**config.mk**
```make
export PLATFORM = sky130hd
export DESIGN_NAME = bcd_convert_arbiter
export DESIGN_NICKNAME = d
export VERILOG_FILES = /design/src/rtl/bcd_convert_arbiter.sv
export SDC_FILE = /design/constraint.sdc
export NUM_CORES = 1
export LEC_CHECK = 0
export ABC_AREA = 0
export BUFFER_PORTS_ARGS = -buffer_cell sky130_fd_sc_hd__buf_2
export CELL_PAD_IN_SITES_DETAIL_PLACEMENT = 0
export CELL_PAD_IN_SITES_GLOBAL_PLACEMENT = 1
export CORE_UTILIZATION = 45
export CTS_CLUSTER_SIZE = 12
export DETAILED_ROUTE_END_ITERATION = 16
export PLACE_DENSITY = 0.79
export SYNTH_ARGS = -nofsm -noshare
export SYNTH_HDL_FRONTEND = slang
export SYNTH_SLANG_ARGS = --single-unit
export TNS_END_PERCENT = 30
```
**constraint.sdc**
```tcl
create_clock -name clk -period 2.55 [get_ports clk]
set_clock_uncertainty 0.2 [all_clocks]
set_input_delay 0.3825 -clock clk [delete_from_list [all_inputs] [get_ports clk]]
set_output_delay 0.3825 -clock clk [all_outputs]
set_load 0.05 [all_outputs]
```
**src/rtl/bcd_convert_arbiter.sv**
```systemverilog
// bcd_convert_arbiter: arbitrated shared double-dabble binary-to-BCD engine, one bit per clock.
// Define RR_ARB_EN for round-robin arbitration; otherwise fixed priority (lowest index wins).
module bcd_convert_arbiter #(
   parameter int NREQ = 2,
   parameter int BIN_W = 8,
   parameter int DIGITS = 3,
   localparam int IDW = NREQ > 1 ? $clog2(NREQ) : 1
) (
   input  logic                    clk,
   input  logic                    rst_n,
   input  logic [NREQ-1:0]         req,
   input  logic [NREQ*BIN_W-1:0]   bin,
   output logic [NREQ-1:0]         gnt,
   output logic                    busy,
   output logic                    done,
   output logic [IDW-1:0]          done_id,
   output logic [DIGITS*4-1:0]     bcd
);
   localparam int AW = DIGITS * 4;
   localparam int CW = BIN_W > 1 ? $clog2(BIN_W) : 1;
   typedef enum logic [1:0] {IDLE, SHIFT, DONE} state_t;
   state_t state_q, state_d;
   logic [AW-1:0] acc_q, acc_d, acc_adj, acc_sh;
   logic [BIN_W-1:0] op_q, op_d;
   logic [CW-1:0] cnt_q, cnt_d;
   logic [IDW-1:0] id_q, id_d, done_id_q, done_id_d, win;
   logic [AW-1:0] bcd_q, bcd_d;
   logic any_req;
`ifdef RR_ARB_EN
   logic [IDW-1:0] ptr_q, ptr_d;
   logic [NREQ-1:0] rot;
   int sh, off;
   // Rotate so the search begins just past the last winner, then map back.
   always_comb begin
      sh = int'(ptr_q) + 1;
      rot = NREQ'({req, req} >> sh);
      off = 0;
      for (int i = NREQ - 1; i >= 0; i--)
         if (rot[i]) off = i;
      any_req = |req;
      win = IDW'((off + sh) % NREQ);
      ptr_d = gnt != '0 ? win : ptr_q;
   end
`else
   always_comb begin
      any_req = |req;
      win = '0;
      for (int i = NREQ - 1; i >= 0; i--)
         if (req[i]) win = IDW'(i);
   end
`endif
   always_comb begin
      acc_adj = acc_q;
      for (int d = 0; d < DIGITS; d++)
         acc_adj[d*4 +: 4] = acc_q[d*4 +: 4] >= 4'd5 ? acc_q[d*4 +: 4] + 4'd3 : acc_q[d*4 +: 4];
      acc_sh = {acc_adj[AW-2:0], op_q[BIN_W-1]};
   end
   assign gnt = (rst_n && state_q == IDLE && any_req) ? NREQ'(1) << win : '0;
   assign busy = state_q != IDLE || gnt != '0;
   assign done = state_q == DONE;
   assign bcd = bcd_q;
   assign done_id = done_id_q;
   always_comb begin
      state_d = state_q;
      acc_d = acc_q;
      op_d = op_q;
      cnt_d = cnt_q;
      id_d = id_q;
      bcd_d = bcd_q;
      done_id_d = done_id_q;
      case (state_q)
         IDLE: if (any_req) begin
            state_d = SHIFT;
            op_d = bin[int'(win)*BIN_W +: BIN_W];
            id_d = win;
            acc_d = '0;
            cnt_d = '0;
         end
         SHIFT: begin
            acc_d = acc_sh;
            op_d = op_q << 1;
            cnt_d = cnt_q + 1'b1;
            if (cnt_q == CW'(BIN_W - 1)) begin
               state_d = DONE;
               bcd_d = acc_sh;
               done_id_d = id_q;
            end
         end
         default: state_d = IDLE;
      endcase
   end
   always_ff @(posedge clk or negedge rst_n)
      if (!rst_n) begin
         state_q <= IDLE;
         acc_q <= '0;
         op_q <= '0;
         cnt_q <= '0;
         id_q <= '0;
         bcd_q <= '0;
         done_id_q <= '0;
`ifdef RR_ARB_EN
         ptr_q <= IDW'(NREQ - 1);
`endif
      end else begin
         state_q <= state_d;
         acc_q <= acc_d;
         op_q <= op_d;
         cnt_q <= cnt_d;
         id_q <= id_d;
         bcd_q <= bcd_d;
         done_id_q <= done_id_d;
`ifdef RR_ARB_EN
         ptr_q <= ptr_d;
`endif
      end
endmodule

```
Word level (Yosys, flattened, before mapping)
Index checks and enable logic that the tools add are counted.
Widths: inputs -> output; s select.

word-level totals
  register bits = 39
  input bits = 20
  output and inout port bits = 17
  logic and storage cells = 48

operators by class
  add/sub/neg operators = 4
  magnitude comparators = 3
  equality and inequality tests = 5
  shift operators = 2
  muxes and demuxes = 15
  reduce and logical (&&, ||, !) cells = 12

operators with widths
  operator             count
  $pmux 12 s2          1
  $pmux 8 s2           1
  $shiftx 16x5->8      1
  $ge 4x3->1 const B   3
  $mux 12              1
  $add 4x2->4 const B  2
  $mux 4               2
  $mux 8               1
  $reduce_and 2->1     4
  $mux 2               3
  $mux 3               2
  $pmux 3 s2           1
  $reduce_bool 2->1    3
  $ne 2x2->1 const B   2
  $pmux 2 s2           1
  $add 3x1->3 const B  1
  $add 3x2->3 const B  1
  $eq 3x3->1 const B   1
  $eq 2x1->1 const B   1
  $eq 2x2->1 const B   1
  $logic_and 1x1->1    2
  $logic_not 2->1      1
  $mux 1               2
  $reduce_or 2->1      1
  2 further kinds      2

Logic depth before layout (Yosys ltp)
  depth after elaboration = 6
  mapped depth = 6
  mapped depth without buffers = 6

Worst setup path after synthesis
Ideal clock, no wire load.

  path kind = register -> output
  start point = register state_q[0]
  end point = output port done
  data arrival time = 1,419 ps
  required time = 1,967 ps
  slack = 549 ps
  stages on the path, launching flop included = 4
  buffers on the path = 2
  cell sequence = dfrtp_1 -> buf_4 -> clkbuf_1 -> nor2b_1

on the way
  word-level cells in the longest chain between the ends = 1

RTL lines
  item                    line  source
  from (decl)             22    state_t state_q, state_d;
  from (signal assigned)  105   state_q <= state_d;
  $eq 2x2->1              60    assign done = state_q == DONE;
  to (decl)               15    output logic done,

No other way between the ends.

Worst setup path in the final report
  start point = register state_q[0]
  end point = output port gnt[1]

on the way
  word-level cells in the longest chain between the ends = 4

RTL lines
  item                            line  source
  $logic_not 2->1                 58    assign gnt = (rst_n && state_q == IDLE && any_req) ? NREQ'(1) << win : '0;
  $logic_and 1x1->1 (2 in a row)  58
  $mux 2                          58
  to (decl)                       13    output logic [NREQ-1:0] gnt,

No other way between the ends.

==> results.toml <==
[timing]
whs_ns = 0.203
fin_crit_sh_pct = 85.8
hold_viol = 0
worst_pin_slew_ns = 0.856
setup_viol = 0
maxSlewViolCount = 0
relSlewSlack_pct = 42.9
rsz0062_at_grt = "no"
max_clock_freq_ghz = 0.457
min_period_ns = 2.19
fin_tns_setup_ns = 0

[finish]
layout_commonest_cell = "dfrtp_1"
fin_area_um2 = 2270
synthToLayoutAreaGrowth_pct = 15.0
layout.nets = 259
layout_common_cells = "39 x dfrtp_1, 36 x buf_2, 30 x nand2_1"
finish.utilization_pct = 55.2
layout-drive-gt1-share_pct = 26.0

[worst_setup_path]
path_class = "reg -> out"
cp-end-kind = "output port"
path_cells = "nor2_1, and4b_1, buf_2"
cp_max_fo = 10
arrival_ns = 1.61
critPathMaxStageDelay_ns = 0.49
cp_slowest_cell = "dfrtp_1"
worstSetupStartpointType = "flop"
r2r_slack_ns = 0.64
critPathRequiredTime_ns = 1.97

[clocking]
cts-buffers-inserted = 5
cts_tree = "yes"
insertion_delay_ns = 0.30
cts_buffer_depth = 2
ctsResizeCount = 0
path_clk_slew_ns = 0.08
cts_max_level = 2
clockRootBuffer = "clkbuf_8"
clock_sinks = 39

[die]
num_rows = 23
dieArea_um2 = 4660
core_um2 = 4120
io_pins = 37
fp.dieW_um = 68.3
die_h_um = 68.3
start_util_pct = 48.0

[global_route]
grt_pass1_wl_um = 6390
grt_max_degree = 40
track_usage_pct = 19.4
grt_overflow = 0
grt_pass1_vias = 1386
antenna_found_initial = 1

[drt]
drtIter0Drc = 63
wl_per_cell_um = 14.3
vias_per_cell = 5.39
drc = 0
dr.pass1.iters = 4
via_count = 1521
antenna_left = 0
finalWirelength_um = 4040

[logic_synthesis]
ys_seq_elements = 39
synth_area_per_cell_um2 = 10.1
synth_area_um2 = 1980
yosys_warnings = 0
yosys.cell_types.count = 32
syn-num-nets = 224
syn_inst = 196
synth-seq-area-share_pct = 49.4

[placement]
hpwl_um = 2840
gp_congestion = 0.673
port_buffers = 36
place_area_um2 = 2170

[power]
power_leakage_nw = 1.10
p_per_area_nw_per_um2 = 1370
ir_drop_uv = 714

[outcome]
status = "complete, no violations"

[job]
max-cap-violations = 0

[worst_hold_path]
hold_path_class = "in -> reg"
-- cells by family after synthesis --
group	count (synthesis)	synth area share (%)
adder cells (fa/ha/maj)	8	5.06
AO/OA/AOI/OAI	58	17.0
flip-flops	39	49.4
buffers and inverters	18	4.56
AND/OR/NAND/NOR	60	16.3
XOR/XNOR	3	1.33
multiplexers	10	6.46
-- final timing paths --
| path | endpoint | cells past startpoint | from |
|---|---|---|---|
| setup / recovery | gnt[1] | 3 | state_q[0]$_DFFE_PN0P_ |
| hold / removal | op_q[0]$_DFFE_PN0P_ | 4 | bin[0] |
| setup reg to reg | op_q[5]$_DFFE_PN0P_ | 4 | state_q[0]$_DFFE_PN0P_ |
| hold reg to reg | op_q[2]$_DFFE_PN0P_ | 2 | op_q[2]$_DFFE_PN0P_ |
| max in group asynchronous | bcd[3]$_DFFE_PN0P_ | 3 | rst_n |
| min in group asynchronous | state_q[0]$_DFFE_PN0P_ | 3 | rst_n |
-- final cells by class --
| class | instances | area, um2 |
|---|---|---|
| Antenna cell | 1 | 2.50 |
| Clock buffer | 6 | 82.6 |
| Clock inverter | 1 | 5.00 |
| Fill cell | 365 | 1840 |
| Inverter | 7 | 28.8 |
| Multi-Input combinational cell | 139 | 911 |
| Sequential cell | 39 | 976 |
| Tap cell | 50 | 62.6 |
| Timing Repair Buffer | 39 | 205 |
-- worst max-delay path: cells and delay by family, from the launching register on --
family	cells	cell delay, ns
buffers and inverters	1	0.26
flip-flops	1	0.49
AND/OR/NAND/NOR	2	0.56
-- power breakdown --
part	switching, mW	total [mW]	internal, mW	leakage [nW]
registers	0.225	1.12	0.898	0.495
clock network	0.211	0.423	0.212	0.0471
logic	0.975	1.57	0.598	0.556
total	1.41	3.12	1.71	1.10
-- flip-flops by register name, summed over array words and instances, names as in the netlist --
signal	cells
state_q	2
bcd	12
cnt_q	3
op_q	8
done_id	1
acc_q	12
id_q	1
-- synthesized netlist by cell type --
master	n	area (um2)
nor2b_1	1	6.26
or2_1	1	6.26
nor2_1	1	3.75
nor3_1	4	20.0
clkbuf_1	2	7.51
xnor2_1	3	26.3
nand2b_2	2	17.5
ha_1	8	100
nand3b_1	7	52.6
a22o_1	9	78.8
buf_2	6	30.0
nand3_1	3	15.0
nand2_4	1	11.3
mux2_4	5	75.1
and4b_1	1	10.0
nor3b_1	5	37.5
a21oi_2	3	26.3
and2b_4	1	10.0
a21oi_1	22	110
o21ai_1	7	35.0
mux2i_1	3	30.0
dfrtp_1	39	976
buf_6	1	11.3
buf_4	1	7.51
nand2b_1	2	12.5
mux2_2	2	22.5
and3_1	1	6.26
inv_1	6	22.5
o21ai_0	17	85.1
inv_4	1	6.26
clkbuf_2	1	5.00
nand2_1	30	113
-- through the flow --
stage / power, mW / instances / setup slack, ns
5_1_grt: 3.36 / 282 / 0.247
3_5_place_dp: 2.72 / 273 / 0.554
4_1_cts: 3.15 / 281 / 0.328
6_report: 3.12 / 282 / 0.362
2_1_floorplan: 2.38 / 196 / 0.549
3_3_place_gp: 2.65 / 273 / 0.648
-- routing by layer --
metal	routed length [um]	GRT usage, %
met1	1820	23.3
met2	2010	32.0
met3	125	4.50
met4	85	10.2
met5	0	0
-- what timing repair did --
action	CTS	global route
hold endpoints to repair	2	0
buffers inserted	0	0
hold buffers	1	0
Power figures use the tool's default switching activity.
